$ cat config.mk
export PLATFORM = sky130hd
export DESIGN_NAME = stage4_mem
export DESIGN_NICKNAME = d
export VERILOG_FILES = /design/src/rtl/stage4_mem.sv
export SDC_FILE = /design/constraint.sdc
export NUM_CORES = 1
export LEC_CHECK = 0
export CORE_AREA = 2 2 147 149
export DETAILED_ROUTE_END_ITERATION = 8
export DIE_AREA = 0 0 149 151
export HOLD_SLACK_MARGIN = 0.06
export PLACE_DENSITY_LB_ADDON = 0.3
export SLEW_MARGIN = 20
export SYNTH_ARGS = -nofsm -noshare
export SYNTH_HDL_FRONTEND = slang
export SYNTH_SLANG_ARGS = --single-unit
$ cat constraint.sdc
create_clock -name clk -period 2.7 [get_ports clk]
set_input_delay 0.54 -clock clk [delete_from_list [all_inputs] [get_ports clk]]
set_output_delay 0.54 -clock clk [all_outputs]
set_load 0.005 [all_outputs]
$ cat src/rtl/stage4_mem.sv
// Memory-access pipeline stage: registers the execute bus, captures the SRAM read
// word across write-back stalls, and aligns/extends load data for write-back.
module stage4_mem #(
  localparam int unsigned ES_TO_MS_W = 78,
  localparam int unsigned MS_TO_WS_W = 70,
  localparam int unsigned MS_TO_DS_W = 39
) (
  input  logic                  clk,
  input  logic                  reset,
  input  logic                  es_to_ms_valid,
  output logic                  ms_allow_in,
  input  logic [ES_TO_MS_W-1:0] es_to_ms_bus,
  input  logic [31:0]           data_sram_rdata,
  input  logic                  ws_allow_in,
  output logic                  ms_to_ws_valid,
  output logic [MS_TO_WS_W-1:0] ms_to_ws_bus,
  output logic [MS_TO_DS_W-1:0] ms_to_ds_bus
);

  logic                  ms_valid;
  logic                  rdata_held;
  logic [ES_TO_MS_W-1:0] bus_r;
  logic [31:0]           rdata_buf;
  logic                  ms_ready_go;

  logic [31:0] pc;
  logic        gr_we;
  logic        res_from_mem;
  logic [4:0]  dest;
  logic [31:0] alu_result;
  logic [1:0]  offset;
  logic [4:0]  ld_op;

  logic [31:0] lw;
  logic [7:0]  ld_byte;
  logic [15:0] ld_half;
  logic [31:0] load_val;
  logic [31:0] final_result;

  assign pc           = bus_r[31:0];
  assign gr_we        = bus_r[32];
  assign res_from_mem = bus_r[33];
  assign dest         = bus_r[38:34];
  assign alu_result   = bus_r[70:39];
  assign offset       = bus_r[72:71];
  assign ld_op        = bus_r[77:73];

  assign ms_ready_go    = 1'b1;
  assign ms_allow_in    = !ms_valid || (ms_ready_go && ws_allow_in);
  assign ms_to_ws_valid = ms_valid && ms_ready_go;

  // Pipeline register; the SRAM word is only live in the first cycle, so a stall captures it.
  always_ff @(posedge clk or negedge reset) begin
    if (!reset) begin
      ms_valid   <= 1'b0;
      bus_r      <= '0;
      rdata_buf  <= '0;
      rdata_held <= 1'b0;
    end else if (ms_allow_in) begin
      ms_valid <= es_to_ms_valid;
      if (es_to_ms_valid) begin
        bus_r      <= es_to_ms_bus;
        rdata_held <= 1'b0;
      end
    end else if (ms_valid && !rdata_held) begin
      rdata_buf  <= data_sram_rdata;
      rdata_held <= 1'b1;
    end
  end

  // Load alignment and extension; an empty ld_op falls back to a full word.
  always_comb begin
    lw       = rdata_held ? rdata_buf : data_sram_rdata;
    ld_byte  = 8'(lw >> {offset, 3'b000});
    ld_half  = offset[1] ? lw[31:16] : lw[15:0];
    load_val = lw;
    if (ld_op[1])      load_val = {{24{ld_byte[7]}}, ld_byte};
    else if (ld_op[2]) load_val = {24'b0, ld_byte};
    else if (ld_op[3]) load_val = {{16{ld_half[15]}}, ld_half};
    else if (ld_op[4]) load_val = {16'b0, ld_half};
    final_result = res_from_mem ? load_val : alu_result;
  end

  assign ms_to_ws_bus = {final_result, dest, gr_we, pc};
  assign ms_to_ds_bus = {ms_valid, gr_we && ms_valid, dest, final_result};

endmodule

==> results of run 1 <==
## cell usage in the layout, fill, tap and decap left out, types with 2 or more instances in the layout
cell	instances
clkdlybuf4s50_1	154
mux2_2	110
dfrtp_1	109
buf_4	80
buf_2	43
mux2i_1	42
nor2_1	27
dlygate4sd2_1	19
mux4_2	17
o22a_1	16
buf_6	13
buf_12	11
nand2_1	9
clkbuf_16	9
a21oi_1	7
a211oi_2	7
nor2b_1	5
o21ai_1	5
o2bb2ai_2	5
dlymetal6s2s_1	4
diode_2	3
mux2_4	3
o21ai_0	3
clkinv_8	3
and2_1	2
o2bb2ai_1	2
nand2b_1	2
dfrtp_2	2
clkinv_4	2
clkbuf_2	2
## power groups by stage
stage	clock network [W]	logic (W)	registers (W)
4_1_cts	0.00144	0.00236	0.00215
2_1_floorplan	0	0.00131	0.00210
3_5_place_dp	0	0.00238	0.00217
6_report	0.00140	0.00235	0.00215
5_1_grt	0.00153	0.00254	0.00219
3_3_place_gp	0	0.00234	0.00215
## logic make-up after synthesis
kind of cell	share of synthesized area, %
DFF	44.85
and+or+nand+nor	3.637
muxes	34.08
AOI/OAI and AO/OA	5.899
buffers and inverters	11.54
## worst register-to-register path, delay by kind of cell, from the launching register on
kind          cells  cell delay (ps)
simple gates      2              310
flops             1              450
mux               1              400
buf+inv           2              460
## what timing repair did
action,CTS,global route
gates resized for setup,226,20
cloned,1,0
pin swaps,23,12
setup buffers,22,11
setup endpoints to repair,64,64
## synthesized netlist by cell type (all sizes together) (2+ instances only)
library cell and n:
a211oi 7, a21oi 8, and2 2, buf 87, clkbuf 19, dfrtp 111, mux2 114, mux2i 44
mux4 17, nand2 10, nand2b 2, nor2 28, nor2b 6, o21ai 9, o22a 16, o2bb2ai 7
## metal layers
metal  global-route usage (%)  part of all wire, %  wire (um)
met5                        0                    0          0
met4                    6.095                  1.7        314
met3                    3.735                  5.2        996
met2                    30.69                   53      10140
met1                    19.68                   40       7542
## layout make-up
| cell class | instances | area, sq um |
|---|---|---|
| Fill cell | 1976 | 11520 |
| Timing Repair Buffer | 328 | 2993 |
| Multi-Input combinational cell | 276 | 2855 |
| Sequential cell | 111 | 2780 |
| Tap cell | 275 | 344.1 |
| Clock buffer | 9 | 225.2 |
| Clock inverter | 7 | 86.33 |
| Inverter | 2 | 7.507 |
| Antenna cell | 3 | 7.507 |
## metrics by stage
stage	cells	setup TNS, ps	power, W	util (%)
detailed placement	959	-42090	0.004549	41.94
global route	1009	-27710	0.006258	44.63
CTS	998	-25670	0.005946	44.12
global placement	959	-39550	0.004488	41.94
floorplan	495	-187.1	0.003410	-
finish	1011	-21950	0.005900	44.66
## flip-flops by register name, indices dropped and copies added (netlist names)
register        cells
bus_r              77
ms_to_ws_valid      1
rdata_buf          32
rdata_held          1
## final timing paths
path / slack [ps] / endpoint / depth (start not counted)
max in group asynchronous: 1880 / bus_r[72] / 2
worst min-delay path: 130 / bus_r[14] / 1
worst max-delay path: -490 / ms_to_ws_bus[59] / 6
worst min register to register: 510 / bus_r[3] / 1
worst max register to register: 960 / bus_r[45] / 5
min in group clk: 510 / bus_r[3] / 1
==> results.md, run 1 <==
- Syn Area/Cell: between 10 and 15 sq um
- Syn Std Cell Area: around 6200 sq um
- Final setup margin: -485.8 ps
- Post-DR vias/cell: ~4.7
- Final Skew: just over 7 ps
- Switching share of power: between 30% and 40%
- Via count: around 4700
- Die Width: 149 um
- Seq/Total Area, Yosys: 44.85%
- Pleak: 4.060 nW
- CTS Root Cell: clkbuf_16
- Max clock buf depth: 2
- GRT Overall Usage: ~17%
- Reg power frac: 36.4%
- Pin count of the biggest net entering global routing: between 40 and 50
- Clock transition at the registers of the reported paths: ~90 ps
- Top cells by area, synth: dfrtp_1, mux2_2, buf_4
- Max Fclk: 313.9 MHz
- CP max FO: 6
- Crit path cell chain: mux2_4 > mux4_2 > a221o_2 > buf_12 > o22a_1 > buf_2
- Critical path's largest stage delay: around 500 ps
- Hold Vio Cnt, Final: 0
- Routability Congestion: 0.8177
- Global-route wire length before repair: roughly 29000 um
- Worst-Skew Late Latency: about 370 ps
- Area Growth Syn to Fin: 50.14%
- Fin crit period: roughly 3200 ps
- Pint: approximately 0.004 W
- Drt initial violations: 117
- Pwr dens: about 630 nW/um^2
- Vias in the first global route: ~5200
- DRC: 0
- PortBufs: between 200 and 250
- Worst Setup SP: bus_r[72]
- Status: complete, but fails checks
- Dpl cell area: ~8700 sq um
- RR Startpoint: ms_to_ws_valid
- Predominant post-synthesis flop cell: dfrtp_1
- Final HPWL from detailed placement: 14030 um
- Clock share of power: a little under a quarter
- DIE AREA: approximately 22000 sq um
- Max VDD drop: around 350 uV
- Rel. slew slack: approximately two thirds
- Syn Nets: between 600 and 700
- Initial antenna violation count: 1
- Hold-fix buffers, CTS: 0
- Async S/R FF share, synth: 100.0%
- CP max stage cell: a221o_2
- Routed Antenna Nets: 0
- Drt pass-1 iters: 4
- CTS tree: done
- Initial Util: slightly below 30%
- Die H: 151 um
- Flops & latches, synth: about 110
- Dpl ws: -825.9 ps
- Layout cell share with drive strength beyond 1: between 40% and 50%
- Setup crit start kind: flip-flop
- # rows: 53
- RSZ-0062 raised after global routing: true
- Hold Path Class: primary input to async pin
- Top-area cell type share of the netlist area: approximately 45%
- EDFF count, synth: 0
- Syn Inst Count: ~500
- Area leader, netlist: dfrtp_1
- Sink Count: 111
- Hold slack: 128.9 ps
- Final setup fails: 61
- Worst Path Arrival: about 2700 ps
- P_sw: around 0.0019 W
- Least-Margin Pin Slew: ~510 ps
- Delay-heaviest family, CP: multiplexers
- Overflow after GRT: 0
- Design area: just over 9000 sq um
- Final slew viol count: 0
- Logic pwr share: around two fifths
- Crit path kind: flip-flop to output pin
- YS warnings: 0
- Failing checks: setup timing
- Final nets: 842
- Final Cycle Share: 118.0%
- Required @ worst endpoint: between 2000 and 2500 ps
- CTS Buf Count: 9
- Core ar.: ~21000 sq um
- Yosys cell types: 30
- Routed WL: 19000 um
- Max-cap check violation count: 0
- Critical Path End Type: output pin
- Buf/Inv on CP: 2
- Ports: 225
- H-tree levels: 3
- Avg WL per Cell: about 19 um
Note: power is estimated with default switching activity, not from simulation.
==> run 2: changes to the inputs <==
- CAP_MARGIN: not set -> 10
- HOLD_SLACK_MARGIN: 0.06 -> not set
==> results of run 2 <==
Final layout, timing and power as in run 1 (identical DEF).
